## src/rtl/tdm_demux16_if.sv

```systemverilog
// Bus bundle between a TDM serial source/parallel consumer and tdm_demux16.
// The master is the environment (source + consumer); the slave is the demux.
interface tdm_demux16_if;
    localparam int unsigned DW = 16;
    localparam int unsigned SW = 4;

    logic          din;
    logic          din_valid;
    logic          frame_start;
    logic [DW-1:0] dout;
    logic          dout_valid;
    logic          dout_ready;
    logic [SW-1:0] sel;
    logic          busy;
    logic          overrun;

    modport master (
        output din, din_valid, frame_start, dout_ready,
        input  dout, dout_valid, sel, busy, overrun
    );

    modport slave (
        input  din, din_valid, frame_start, dout_ready,
        output dout, dout_valid, sel, busy, overrun
    );
endinterface

```

## src/rtl/tdm_demux16.sv

```systemverilog
// 16-slot TDM serial-to-parallel demultiplexer with a one-word output buffer,
// frame resync and a sticky overrun flag for words dropped under backpressure.
module tdm_demux16 #(
    parameter bit LSB_FIRST = 1'b1
) (
    input logic          clk,
    input logic          rst_n,
    tdm_demux16_if.slave bus
);
    localparam int unsigned W  = 16;
    localparam int unsigned SW = 4;

    logic [SW-1:0] sel_q, sel_d;
    logic [W-1:0]  shadow_q, shadow_d;
    logic [W-1:0]  dout_q, dout_d;
    logic          dout_valid_q, dout_valid_d;
    logic          overrun_q, overrun_d;

    logic          complete_c;
    logic [W-1:0]  word_c;
    logic [W-1:0]  mapped_c;

    // Slot 15 being written this cycle finishes the frame; fold that bit in directly.
    assign complete_c = bus.din_valid && !bus.frame_start && (sel_q == SW'(W - 1));
    assign word_c     = {bus.din, shadow_q[W-2:0]};

    generate
        if (LSB_FIRST) begin : g_lsb
            assign mapped_c = word_c;
        end else begin : g_msb
            for (genvar i = 0; i < W; i++) begin : g_rev
                assign mapped_c[i] = word_c[W-1-i];
            end
        end
    endgenerate

    // Slot counter and shadow register update.
    always_comb begin
        sel_d    = sel_q;
        shadow_d = shadow_q;
        if (bus.din_valid) begin
            if (bus.frame_start) begin
                shadow_d[0] = bus.din;
                sel_d       = SW'(1);
            end else begin
                shadow_d[sel_q] = bus.din;
                sel_d           = sel_q + SW'(1);
            end
        end else if (bus.frame_start) begin
            sel_d = '0;
        end
    end

    // Output buffer: load when empty or being drained, otherwise drop and flag.
    always_comb begin
        dout_d       = dout_q;
        dout_valid_d = dout_valid_q;
        overrun_d    = overrun_q;
        if (complete_c) begin
            if (!dout_valid_q || bus.dout_ready) begin
                dout_d       = mapped_c;
                dout_valid_d = 1'b1;
            end else begin
                overrun_d = 1'b1;
            end
        end else if (dout_valid_q && bus.dout_ready) begin
            dout_valid_d = 1'b0;
        end
    end

    always_ff @(posedge clk or negedge rst_n) begin
        if (!rst_n) begin
            sel_q        <= '0;
            shadow_q     <= '0;
            dout_q       <= '0;
            dout_valid_q <= 1'b0;
            overrun_q    <= 1'b0;
        end else begin
            sel_q        <= sel_d;
            shadow_q     <= shadow_d;
            dout_q       <= dout_d;
            dout_valid_q <= dout_valid_d;
            overrun_q    <= overrun_d;
        end
    end

    assign bus.dout       = dout_q;
    assign bus.dout_valid = dout_valid_q;
    assign bus.sel        = sel_q;
    assign bus.busy       = (sel_q != '0);
    assign bus.overrun    = overrun_q;
endmodule

```

## src/flat_wrapper.sv

```systemverilog
// flat-port wrapper written by rule: the top's interface ports become plain ports
module tdm_demux16_flat 
#(
    parameter bit LSB_FIRST = 1'b1
)
  (clk, rst_n, bus_din, bus_din_valid, bus_frame_start, bus_dout_ready, bus_dout, bus_dout_valid, bus_sel, bus_busy, bus_overrun);
  tdm_demux16_if bus_i ();
  input logic clk;
  input logic rst_n;
  input wire logic [$bits(bus_i.din)-1:0] bus_din;
  input wire logic [$bits(bus_i.din_valid)-1:0] bus_din_valid;
  input wire logic [$bits(bus_i.frame_start)-1:0] bus_frame_start;
  input wire logic [$bits(bus_i.dout_ready)-1:0] bus_dout_ready;
  output wire logic [$bits(bus_i.dout)-1:0] bus_dout;
  output wire logic [$bits(bus_i.dout_valid)-1:0] bus_dout_valid;
  output wire logic [$bits(bus_i.sel)-1:0] bus_sel;
  output wire logic [$bits(bus_i.busy)-1:0] bus_busy;
  output wire logic [$bits(bus_i.overrun)-1:0] bus_overrun;
  assign bus_i.din = bus_din;
  assign bus_i.din_valid = bus_din_valid;
  assign bus_i.frame_start = bus_frame_start;
  assign bus_i.dout_ready = bus_dout_ready;
  assign bus_dout = bus_i.dout;
  assign bus_dout_valid = bus_i.dout_valid;
  assign bus_sel = bus_i.sel;
  assign bus_busy = bus_i.busy;
  assign bus_overrun = bus_i.overrun;
  tdm_demux16 #(.LSB_FIRST(LSB_FIRST)) u_core (.clk(clk), .rst_n(rst_n), .bus(bus_i));
endmodule
```

## config.mk

```make
export PLATFORM = sky130hd
export DESIGN_NAME = tdm_demux16_flat
export DESIGN_NICKNAME = d
export VERILOG_FILES = /design/src/rtl/tdm_demux16_if.sv /design/src/rtl/tdm_demux16.sv /design/src/flat_wrapper.sv
export SDC_FILE = /design/constraint.sdc
export NUM_CORES = 1
export LEC_CHECK = 0
export CORE_ASPECT_RATIO = 0.6
export CORE_MARGIN = 4
export CORE_UTILIZATION = 45
export CTS_CLUSTER_DIAMETER = 150
export CTS_CLUSTER_SIZE = 20
export DETAILED_ROUTE_END_ITERATION = 7
export MAX_ROUTING_LAYER = met4
export PLACE_DENSITY = 0.76
export SLEW_MARGIN = 20
export SYNTH_ARGS = -nofsm -noshare
export SYNTH_HDL_FRONTEND = slang
export SYNTH_SLANG_ARGS = --single-unit
export TNS_END_PERCENT = 10
```

## constraint.sdc

```tcl
create_clock -name clk -period 4.5 [get_ports clk]
set_clock_uncertainty 0.1 [all_clocks]
set_input_delay 0.45 -clock clk [delete_from_list [all_inputs] [get_ports clk]]
set_output_delay 0.45 -clock clk [all_outputs]
set_load 0.01 [all_outputs]
```

; Yosys cells after proc, flatten, opt, wreduce, memory -nomap -nowiden
; Cells that the tools add are included.
[classes]
shift = 0
eq_ne = 2
n_div = 0
addsub = 1
n_reduce_logical = 14
bitwise_logic = 2
muxes = 10
multipliers = 0
n_lt_le_gt_ge = 2
[op_table]
columns = operator, count
row1 = $bwmux 16, 1
row2 = $mux 4, 3
row3 = $reduce_and 2->1, 4
row4 = $lt 4x5->1 const B, 1
row5 = $mux 1, 5
row6 = $add 4x1->4 const B, 1
row7 = $demux 1 s4, 1
row8 = $eq 4x4->1 const B, 1
row9 = $ge 4x1->1 const B, 1
row10 = $logic_and 1x1->1, 4
row11 = $reduce_bool 2->1, 2
row12 = $reduce_bool 4->1, 1
row13 = $logic_not 1->1, 2
row14 = $ne 2x2->1 const B, 1
row15 = $not 1->1, 2
row16 = $logic_or 1x1->1, 1
[word_totals]
out_inout_bits = 23
romBits = 0
inputBits = 6
register_bits = 38
mem_count = 0
ram_bits = 0
elab_cells = 37
latchBits = 0

; Longest topological paths before layout
; Gate-level depths: netlist of run 1.
[depth]
ltp_word = 6
mapped_depth = 5
mapped_depth_nobuf = 5

; Worst setup path after synthesis of run 1
; OpenSTA, ideal clock, no wires.
[synth_path]
path_kind = register to register
startpoint = reg u_core.sel_q[0], in the netlist u_core.bus.sel[0]
endpoint = reg u_core.dout_q[0], in the netlist u_core.bus.dout[0]
arrival_ns = 1.605
n_path_buf = 1
setup_time_ns = 0.125
required_ns = 4.275
slack_ns = 2.670
path_stages_with_launch = 6
period_less_slack_ns = 1.830
path_cell_list = dfrtp_1 > ha_1 > nand3b_4 > nor3_4 > buf_12 > mux2_4
[synth_via]
elab_chain_len = 3
[synth_rtl]
columns = element, line
row1 = from (decl), tdm_demux16.sv:13  ; logic [SW-1:0] sel_q, sel_d;
row2 = from (signal assigned), tdm_demux16.sv:79  ; sel_q <= sel_d;
row3 = $eq 4x4->1, tdm_demux16.sv:24  ; assign complete_c = bus.din_valid && !bus.frame_start && (sel_q == SW'(W - 1));
row4 = $logic_and 1x1->1, tdm_demux16.sv:24
row5 = $reduce_and 2->1 (no line), n/a
row6 = to (signal assigned), tdm_demux16.sv:81  ; dout_q <= dout_d;
row7 = to (decl), tdm_demux16.sv:15  ; logic [W-1:0] dout_q, dout_d;
; Every way passes these cells.
; A chain may end at the register's enable or synchronous reset.

; Worst setup path after layout of run 1
[layout_path]
startpoint = in bus_din_valid
endpoint = reg u_core.dout_q[13], in the netlist u_core.bus.dout[13]
[layout_via]
elab_chain_len = 3
[layout_rtl]
columns = element, line
row1 = from (decl), flat_wrapper.sv:11  ; input wire logic [$bits(bus_i.din_valid)-1:0] bus_din_valid;
row2 = $logic_and 1x1->1 (2 in series), tdm_demux16.sv:24
row3 = $reduce_and 2->1 (no line), n/a
; Every way passes these cells.

==> metrics.md, run 1 <==
| Metric | Value |
|---|---|
| Status | finished, final reports clean |
| Htree depth | 2 |
| Clock insertion delay at the later pin of the skew report | 0.29 ns |
| Number of rows in the core area | 16 |
| Total Neg Setup Slack | 0 ns |
| Type of element launching the critical path | input pin |
| Number of endpoints failing setup at the final stage | 0 |
| Power Internal | ~0.00057 W |
| Number of nets with antenna violations after detailed routing | 0 |
| Cell type contributing the most total cell area after synthesis | sky130_fd_sc_hd__dfrtp_1 |
| Pre-antenna DRT Iters | 4 |
| Metal1 wirelength | 1505 microns |
| Ant diodes | 0 |
| Post-CTS sizing | 0 |
| Proportion of power drawn by combinational gates | 9.2% |
| EDFF count, synth | 0 |
| Power spent charging and discharging nets | between 0.00015 and 0.0002 W |
| RD Place Congestion | a little under 0.8 |
| Routed length per placed instance | roughly 15 microns |
| Top flip-flop cell by instance count after synthesis | sky130_fd_sc_hd__dfrtp_1 |
| Floorplan die area | ~0.0047 sq mm |
| Fin nets | 159 |
| Element type at the critical path end | register |
| Core ar. | 0.003383 sq mm |
| Share of flip-flops with an asynchronous set or reset | between 90% and 100% |
| Height of the chip | around 55 microns |
| Number of hold-repair buffers added at the cts stage | 0 |
| Worst min path class | reg2reg |
| Layout Utilization | 61.13% |
| Number of pins with negative max-slew slack in the final report | 0 |
| Number of warning messages in the yosys log | 0 |
| Chain of cells forming the critical path | clkdlybuf4s50_1 > nand3b_4 > nor3_4 > mux2_2 |
| Share of cells above drive strength 1 | between 20% and 30% |
| Total of flip-flops plus latches after synthesis | 37 |
| CP max stage delay | approximately 0.78 ns |
| Total congestion overflow after global routing | 0 |
| Clock sink total | 37 |
| Crit path max-delay cell type | sky130_fd_sc_hd__nor3_4 |
| Io pins | 29 |
| Power Density | ~350 mW/mm^2 |
| Effective utilization at floorplan | approximately 49% |
| Slack of the worst reg-to-reg path | 2.24 ns |
| Detailed Route WL | 2892 microns |
| Number of setup buffers added after CTS | 0 |
| Count of buffers inserted at the top-level ports | 28 |
| Detail Route met3 WL | about 140 microns |
| Netlist cell types | 26 |
| Highest ir drop seen on vdd | ~200 uV |
| Via-per-instance ratio | around 5 |
| Post-synth net total | 128 |
| Most used cells in the layout excluding fill and tap cells | 37 x sky130_fd_sc_hd__dfrtp_1, 28 x sky130_fd_sc_hd__clkdlybuf4s50_1, 21 x sky130_fd_sc_hd__mux2_2 |
| Number of violations reported at the end of detailed-routing iteration 0 | 40 |
| Slew margin rel. | 37.77% |
| Pin count of the biggest net entering global routing | 38 |
| Combined area of all synthesized cells | around 0.0017 sq mm |
| TritonCTS clock tree | yes |
| Switching fraction of total power | a little over a fifth |
| Post-synthesis area per instance | roughly 14 sq um |
| Clock buffer depth | 2 |
| Root Driver | sky130_fd_sc_hd__clkbuf_8 |
| Power after layout | just over 0.0007 W |
| Vias | between 900 and 1000 |
| Cells after Synth | ~120 |
| TritonCTS Buffers | 5 |
| Fill cell total of the finished layout | around 260 |
| Floorplan die width | about 86 microns |
| Max FO, Critical Path | 16 |
| Max Used Layer | met4 |
| Worst-margin pin slew | 0.9305 ns |
| Signal arrival time at the worst endpoint | ~2.5 ns |
| Top cells by area in the synthesized netlist | sky130_fd_sc_hd__dfrtp_1 56%, sky130_fd_sc_hd__mux2_2 14%, sky130_fd_sc_hd__mux2_4 9.1% |
| Synth top area share | between 50% and 60% |
| Start-to-end type of the worst setup path | in2reg |
| Initial antenna violation count | 0 |
| Total GRT Usage | between 10 and 15% |
| Hold violation count in the final report | 0 |
| First-pass GRT wire length | 4871 microns |
| Share of the clock period used by the worst path | a little over half |
| Final period demand of the worst path | 2.461 ns |
| Vias in the first global route | around 970 |
| Area growth syn-to-layout | 25.13% |
| Share of power burned in the clock network | 40.1% |
| Share of power burned in registers | 50.7% |
| Proportion of synthesized chip area in sequential cells | between 50 and 60% |
| Maximum achievable frequency | between 400 and 500 MHz |
| Leakage power | between 0.9 and 1 nW |
| Met2 wire length | approximately 1200 microns |
| Detailed placer's ending HPWL | between 2000 and 2500 microns |
| RSZ-0062 raised after global routing | false |
| Remaining design rule violation count | 0 |
| Data required time at the worst endpoint | around 4.6 ns |
| Clock transition at the registers of the reported paths | 0.07 ns |
| Most common cell after layout, fill and taps aside | sky130_fd_sc_hd__dfrtp_1 |
| Max Cap Viol | 0 |
worst max-delay path, delay by kind of cell:
kind,cells,cell delay [ns]
and+or+nand+nor,2,0.95
buffers and inverters,1,0.70
muxes,1,0.42
worst paths after layout:
| kind | startpoint | endpoint | depth (start not counted) |
|---|---|---|---|
| max | bus_din_valid | u_core.bus.dout[13]$_DFFE_PN0P_ | 4 |
| min | u_core.bus.overrun$_DFFE_PN0P_ | u_core.bus.overrun$_DFFE_PN0P_ | 1 |
| max reg2reg | u_core.bus.sel[1]$_DFFE_PN0P_ | u_core.bus.dout[13]$_DFFE_PN0P_ | 4 |
| min reg2reg | u_core.bus.overrun$_DFFE_PN0P_ | u_core.bus.overrun$_DFFE_PN0P_ | 1 |
| max in group asynchronous | rst_n | u_core.bus.sel[0]$_DFFE_PN0P_ | 2 |
| min in group asynchronous | rst_n | u_core.shadow_q[2]$_DFFE_PN0P_ | 2 |
kinds of logic (layout without fill, tap and decap cells):
family,count (synthesis),in the layout,share of synthesized area [%]
XOR/XNOR,3,3,1.590
flip-flops,37,37,56.02
AO/OA/AOI/OAI,2,2,0.7569
multiplexers,32,32,24.00
AND/OR/NAND/NOR,32,32,11.20
buffers and inverters,8,40,3.406
adder cells (fa/ha/maj),4,4,3.028
synth_stat cells (2+ instances only):
| cell | instances |
|---|---|
| sky130_fd_sc_hd__buf_2 | 2 |
| sky130_fd_sc_hd__dfrtp_1 | 37 |
| sky130_fd_sc_hd__ha_1 | 4 |
| sky130_fd_sc_hd__inv_1 | 3 |
| sky130_fd_sc_hd__mux2_2 | 21 |
| sky130_fd_sc_hd__mux2_4 | 10 |
| sky130_fd_sc_hd__nand2b_1 | 3 |
| sky130_fd_sc_hd__nand3b_1 | 3 |
| sky130_fd_sc_hd__nor2_1 | 15 |
| sky130_fd_sc_hd__nor3_1 | 3 |
| sky130_fd_sc_hd__xor2_1 | 2 |
per-layer routing:
metal	GRT usage [%]	vias up
met2	19.31	25
met1	20.13	468
met4	6.218	0
met3	4.438	4
met5	-	-
li1	-	463
area by class of cell:
type / instances / area (sq um) / share of cell area (%)
repair buffers: 29 / 287.8 / 13.91
clock buffers: 7 / 86.33 / 4.174
well taps: 45 / 56.30 / 2.722
multi-input cells: 73 / 670.6 / 32.43
inverters: 3 / 11.26 / 0.5445
clock inverters: 1 / 30.03 / 1.452
flip-flops and latches: 37 / 925.9 / 44.77
metrics by stage:
stage                     cell area, sq um  hold slack, ns  cells  worst slack [ns]
after floorplan                       1653         0.05441    118             2.670
after global placement                1952          0.3425    187             1.796
after detailed placement              1952          0.3565    187             1.728
after CTS                             2068          0.3773    195             2.023
after global routing                  2068          0.3975    195             1.928
final                                 2068          0.3819    195             2.039
registers in the layout, indices dropped and copies added (netlist names):
| register | flops |
|---|---|
| u_core.bus.sel | 4 |
| u_core.bus.dout_valid | 1 |
| u_core.bus.overrun | 1 |
| u_core.shadow_q | 15 |
| u_core.bus.dout | 16 |
power groups by stage:
stage                     sequential [W]  clock (W)  combinational (W)
after floorplan                 0.000371          0          0.0000398
after global placement          0.000374          0          0.0000655
after detailed placement        0.000375          0          0.0000676
after CTS                       0.000369   0.000300          0.0000679
after global routing            0.000371   0.000313          0.0000747
final                           0.000369   0.000292          0.0000667
No activity file was read; power rests on OpenSTA's default activity.
==> inputs of run 2 (changes only) <==
Clock period 4.5 ns to 2.45 ns, I/O delays scaled along.
==> run 2 against run 1 <==
Power up 86%. Critical path depth grew 1. Via count increased by 1.5%. Clock power up 88%. Largest cell class unchanged. Critical path type is now reg2out. Sequential power rose by 83%.
==> metrics.md, run 2 (synthesis gave the netlist of run 1 again) <==
| Metric | Value |
|---|---|
| Status | finished, final reports clean |
| Total Neg Setup Slack | 0 ns (unchanged) |
| Number of endpoints failing setup at the final stage | 0 (unchanged) |
| Share of power burned in registers | 50.0% (-0.7 points) |
| Data required time at the worst endpoint | 2.11 ns (-2.46 ns) |
| Number of flip-flops under the largest register name | 16 (unchanged) |
| Number of setup buffers added after CTS | 0 (unchanged) |
| Power Density | 648.3 mW/mm^2 (+84%) |
| Vias | 974 (+1.5%) |
| Pin count of the biggest net entering global routing | 38 (unchanged) |
| Height of the chip | 54.95 microns (unchanged) |
| Detailed placer's ending HPWL | 2208 microns (+10%) |
| Most used cells in the layout excluding fill and tap cells | 37 x sky130_fd_sc_hd__dfrtp_1, 28 x sky130_fd_sc_hd__clkdlybuf4s50_1, 21 x sky130_fd_sc_hd__mux2_2 |
| Most common cell after layout, fill and taps aside | sky130_fd_sc_hd__dfrtp_1 |
| Switching fraction of total power | 22.64% (+1.0 points) |
| Clock insertion delay at the later pin of the skew report | 0.29 ns (about the same) |
| Hold violation count in the final report | 0 (unchanged) |
| Effective utilization at floorplan | 48.85% (unchanged) |
| Critical path launch point | u_core.bus.sel[0]$_DFFE_PN0P_ |
| Fin nets | 161 (+1.3%) |
| Start-to-end type of the worst setup path | reg2out |
| Ant diodes | 0 (unchanged) |
| Power spent charging and discharging nets | 0.0003062 W (+95%) |
| Layout Utilization | 61.69% (+0.55 points) |
| Clock buffer depth | 2 (unchanged) |
| Leakage power | 0.9765 nW (+0.95%) |
| Logic depth of the worst register-to-register path | 5 (+1) |
| Worst-margin pin slew | 0.4811 ns (-0.4494 ns) |
| Total GRT Usage | 15.17% (+0.75 points) |
| Met2 wire length | 1311 microns (+8.8%) |
| Slew margin rel. | 67.83% (+30 points) |
| First-pass GRT wire length | 5133 microns (+5.4%) |
| Number of pins with negative max-slew slack in the final report | 0 (unchanged) |
| Signal arrival time at the worst endpoint | 1.86 ns (-0.67 ns) |
| Highest ir drop seen on vdd | 307.4 uV (+52%) |
| Power Internal | 0.001047 W (+84%) |
| Share of power burned in the clock network | 40.7% (+0.6 points) |
| Core ar. | 0.003383 sq mm (unchanged) |
| Final period demand of the worst path | 2.210 ns |
| Root Driver | sky130_fd_sc_hd__clkbuf_8 |
| Total congestion overflow after global routing | 0 (unchanged) |
| Detail Route met3 WL | 150 microns (+5.6%) |
| Htree depth | 2 (unchanged) |
| Detailed Route WL | 3068 microns (+6.1%) |
| Clock transition at the registers of the reported paths | 0.07 ns (about the same) |
| Count of buffers inserted at the top-level ports | 28 (unchanged) |
| RD Place Congestion | 0.7531 (-5.0%) |
| Max FO, Critical Path | 6 (-10) |
| Share of cells above drive strength 1 | 30.26% (+1.6 points) |
| Number of rows in the core area | 16 (unchanged) |
| Max Used Layer | met4 |
| Io pins | 29 (unchanged) |
| Startpoint of the worst-slack reg-to-reg timing path | u_core.bus.sel[0]$_DFFE_PN0P_ |
| Vias in the first global route | 1036 (+7.4%) |
| Floorplan die width | 86.24 microns (unchanged) |
| Number of hold-repair buffers added at the cts stage | 0 (unchanged) |
| Number of nets with antenna violations after detailed routing | 0 (unchanged) |
| Clock sink total | 37 (unchanged) |
| Type of element launching the critical path | register |
| Element type at the critical path end | primary output |
| Proportion of power drawn by combinational gates | 9.3% (about the same) |
| RSZ-0062 raised after global routing | false |
| Maximum achievable frequency | approximately 450 MHz |
| Routed length per placed instance | 15.57 microns (+5.0%) |
| Number of violations reported at the end of detailed-routing iteration 0 | 7 (-83%) |
| Floorplan die area | 0.004738 sq mm (unchanged) |
| Share of the clock period used by the worst path | 90.20% |
| Worst min path class | in2async |
| Max Cap Viol | 0 (unchanged) |
| Post-CTS sizing | 0 (unchanged) |
| Via-per-instance ratio | 4.944 (+0.43%) |
| TritonCTS clock tree | yes |
| Remaining design rule violation count | 0 (unchanged) |
| Area growth syn-to-layout | 26.27% |
| Metal1 wirelength | 1574 microns (+4.6%) |
| Initial antenna violation count | 0 (unchanged) |
| TritonCTS Buffers | 5 (unchanged) |
| Pre-antenna DRT Iters | 3 (-1) |
-- run 2: worst paths after layout --
kind	slack, ns	endpoint
max	0.24	bus_busy
min	0.28	u_core.bus.dout[1]$_DFFE_PN0P_
max reg2reg	0.56	u_core.bus.dout[13]$_DFFE_PN0P_
min reg2reg	0.38	u_core.bus.overrun$_DFFE_PN0P_
max in group asynchronous	1.65	u_core.shadow_q[14]$_DFFE_PN0P_
min in group clk	0.38	u_core.bus.overrun$_DFFE_PN0P_
-- run 2: critical path: stages, from the launching register on --
cell and delay (ns):
sky130_fd_sc_hd__dfrtp_1 0.45, sky130_fd_sc_hd__inv_1 0.11, sky130_fd_sc_hd__ha_1 0.18, sky130_fd_sc_hd__nor3b_1 0.26
sky130_fd_sc_hd__inv_1 0.09, sky130_fd_sc_hd__clkdlybuf4s50_1 0.49
-- run 2: final cells by class --
cell class,instances,area [sq um]
Timing Repair Buffer,31,302.8
Clock buffer,6,82.58
Sequential cell,37,925.9
Fill cell,261,1296
Clock inverter,2,37.54
Inverter,3,11.26
Tap cell,45,56.30
Multi-Input combinational cell,73,670.6
-- run 2: power groups by stage --
stage | clock, W | sequential, W | combinational (W)
after global routing | 0.000589 | 0.000683 | 0.000143
after detailed placement | 0 | 0.000690 | 0.000127
after global placement | 0 | 0.000687 | 0.000121
final | 0.000550 | 0.000677 | 0.000126
after CTS | 0.000564 | 0.000677 | 0.000129
after floorplan | 0 | 0.000681 | 0.0000731
-- run 2: through the flow --
stage | instance area (sq um) | power, W | setup WS, ns | cells | hold slack (ns)
after floorplan | 1653 | 0.0007543 | 0.6196 | 118 | -0.1506
after global placement | 1967 | 0.0008079 | 0.4173 | 189 | 0.3427
after detailed placement | 1967 | 0.0008164 | 0.3492 | 189 | 0.3579
after CTS | 2087 | 0.001370 | 0.2291 | 197 | 0.2858
after global routing | 2087 | 0.001414 | 0.1112 | 197 | 0.3241
final | 2087 | 0.001353 | 0.2401 | 197 | 0.2781
-- run 2: per-layer routing --
layer	vias to the layer above	global-route usage, %
met4	0	6.218
li1	464	-
met3	3	4.142
met1	482	19.93
met5	-	-
met2	25	22.63
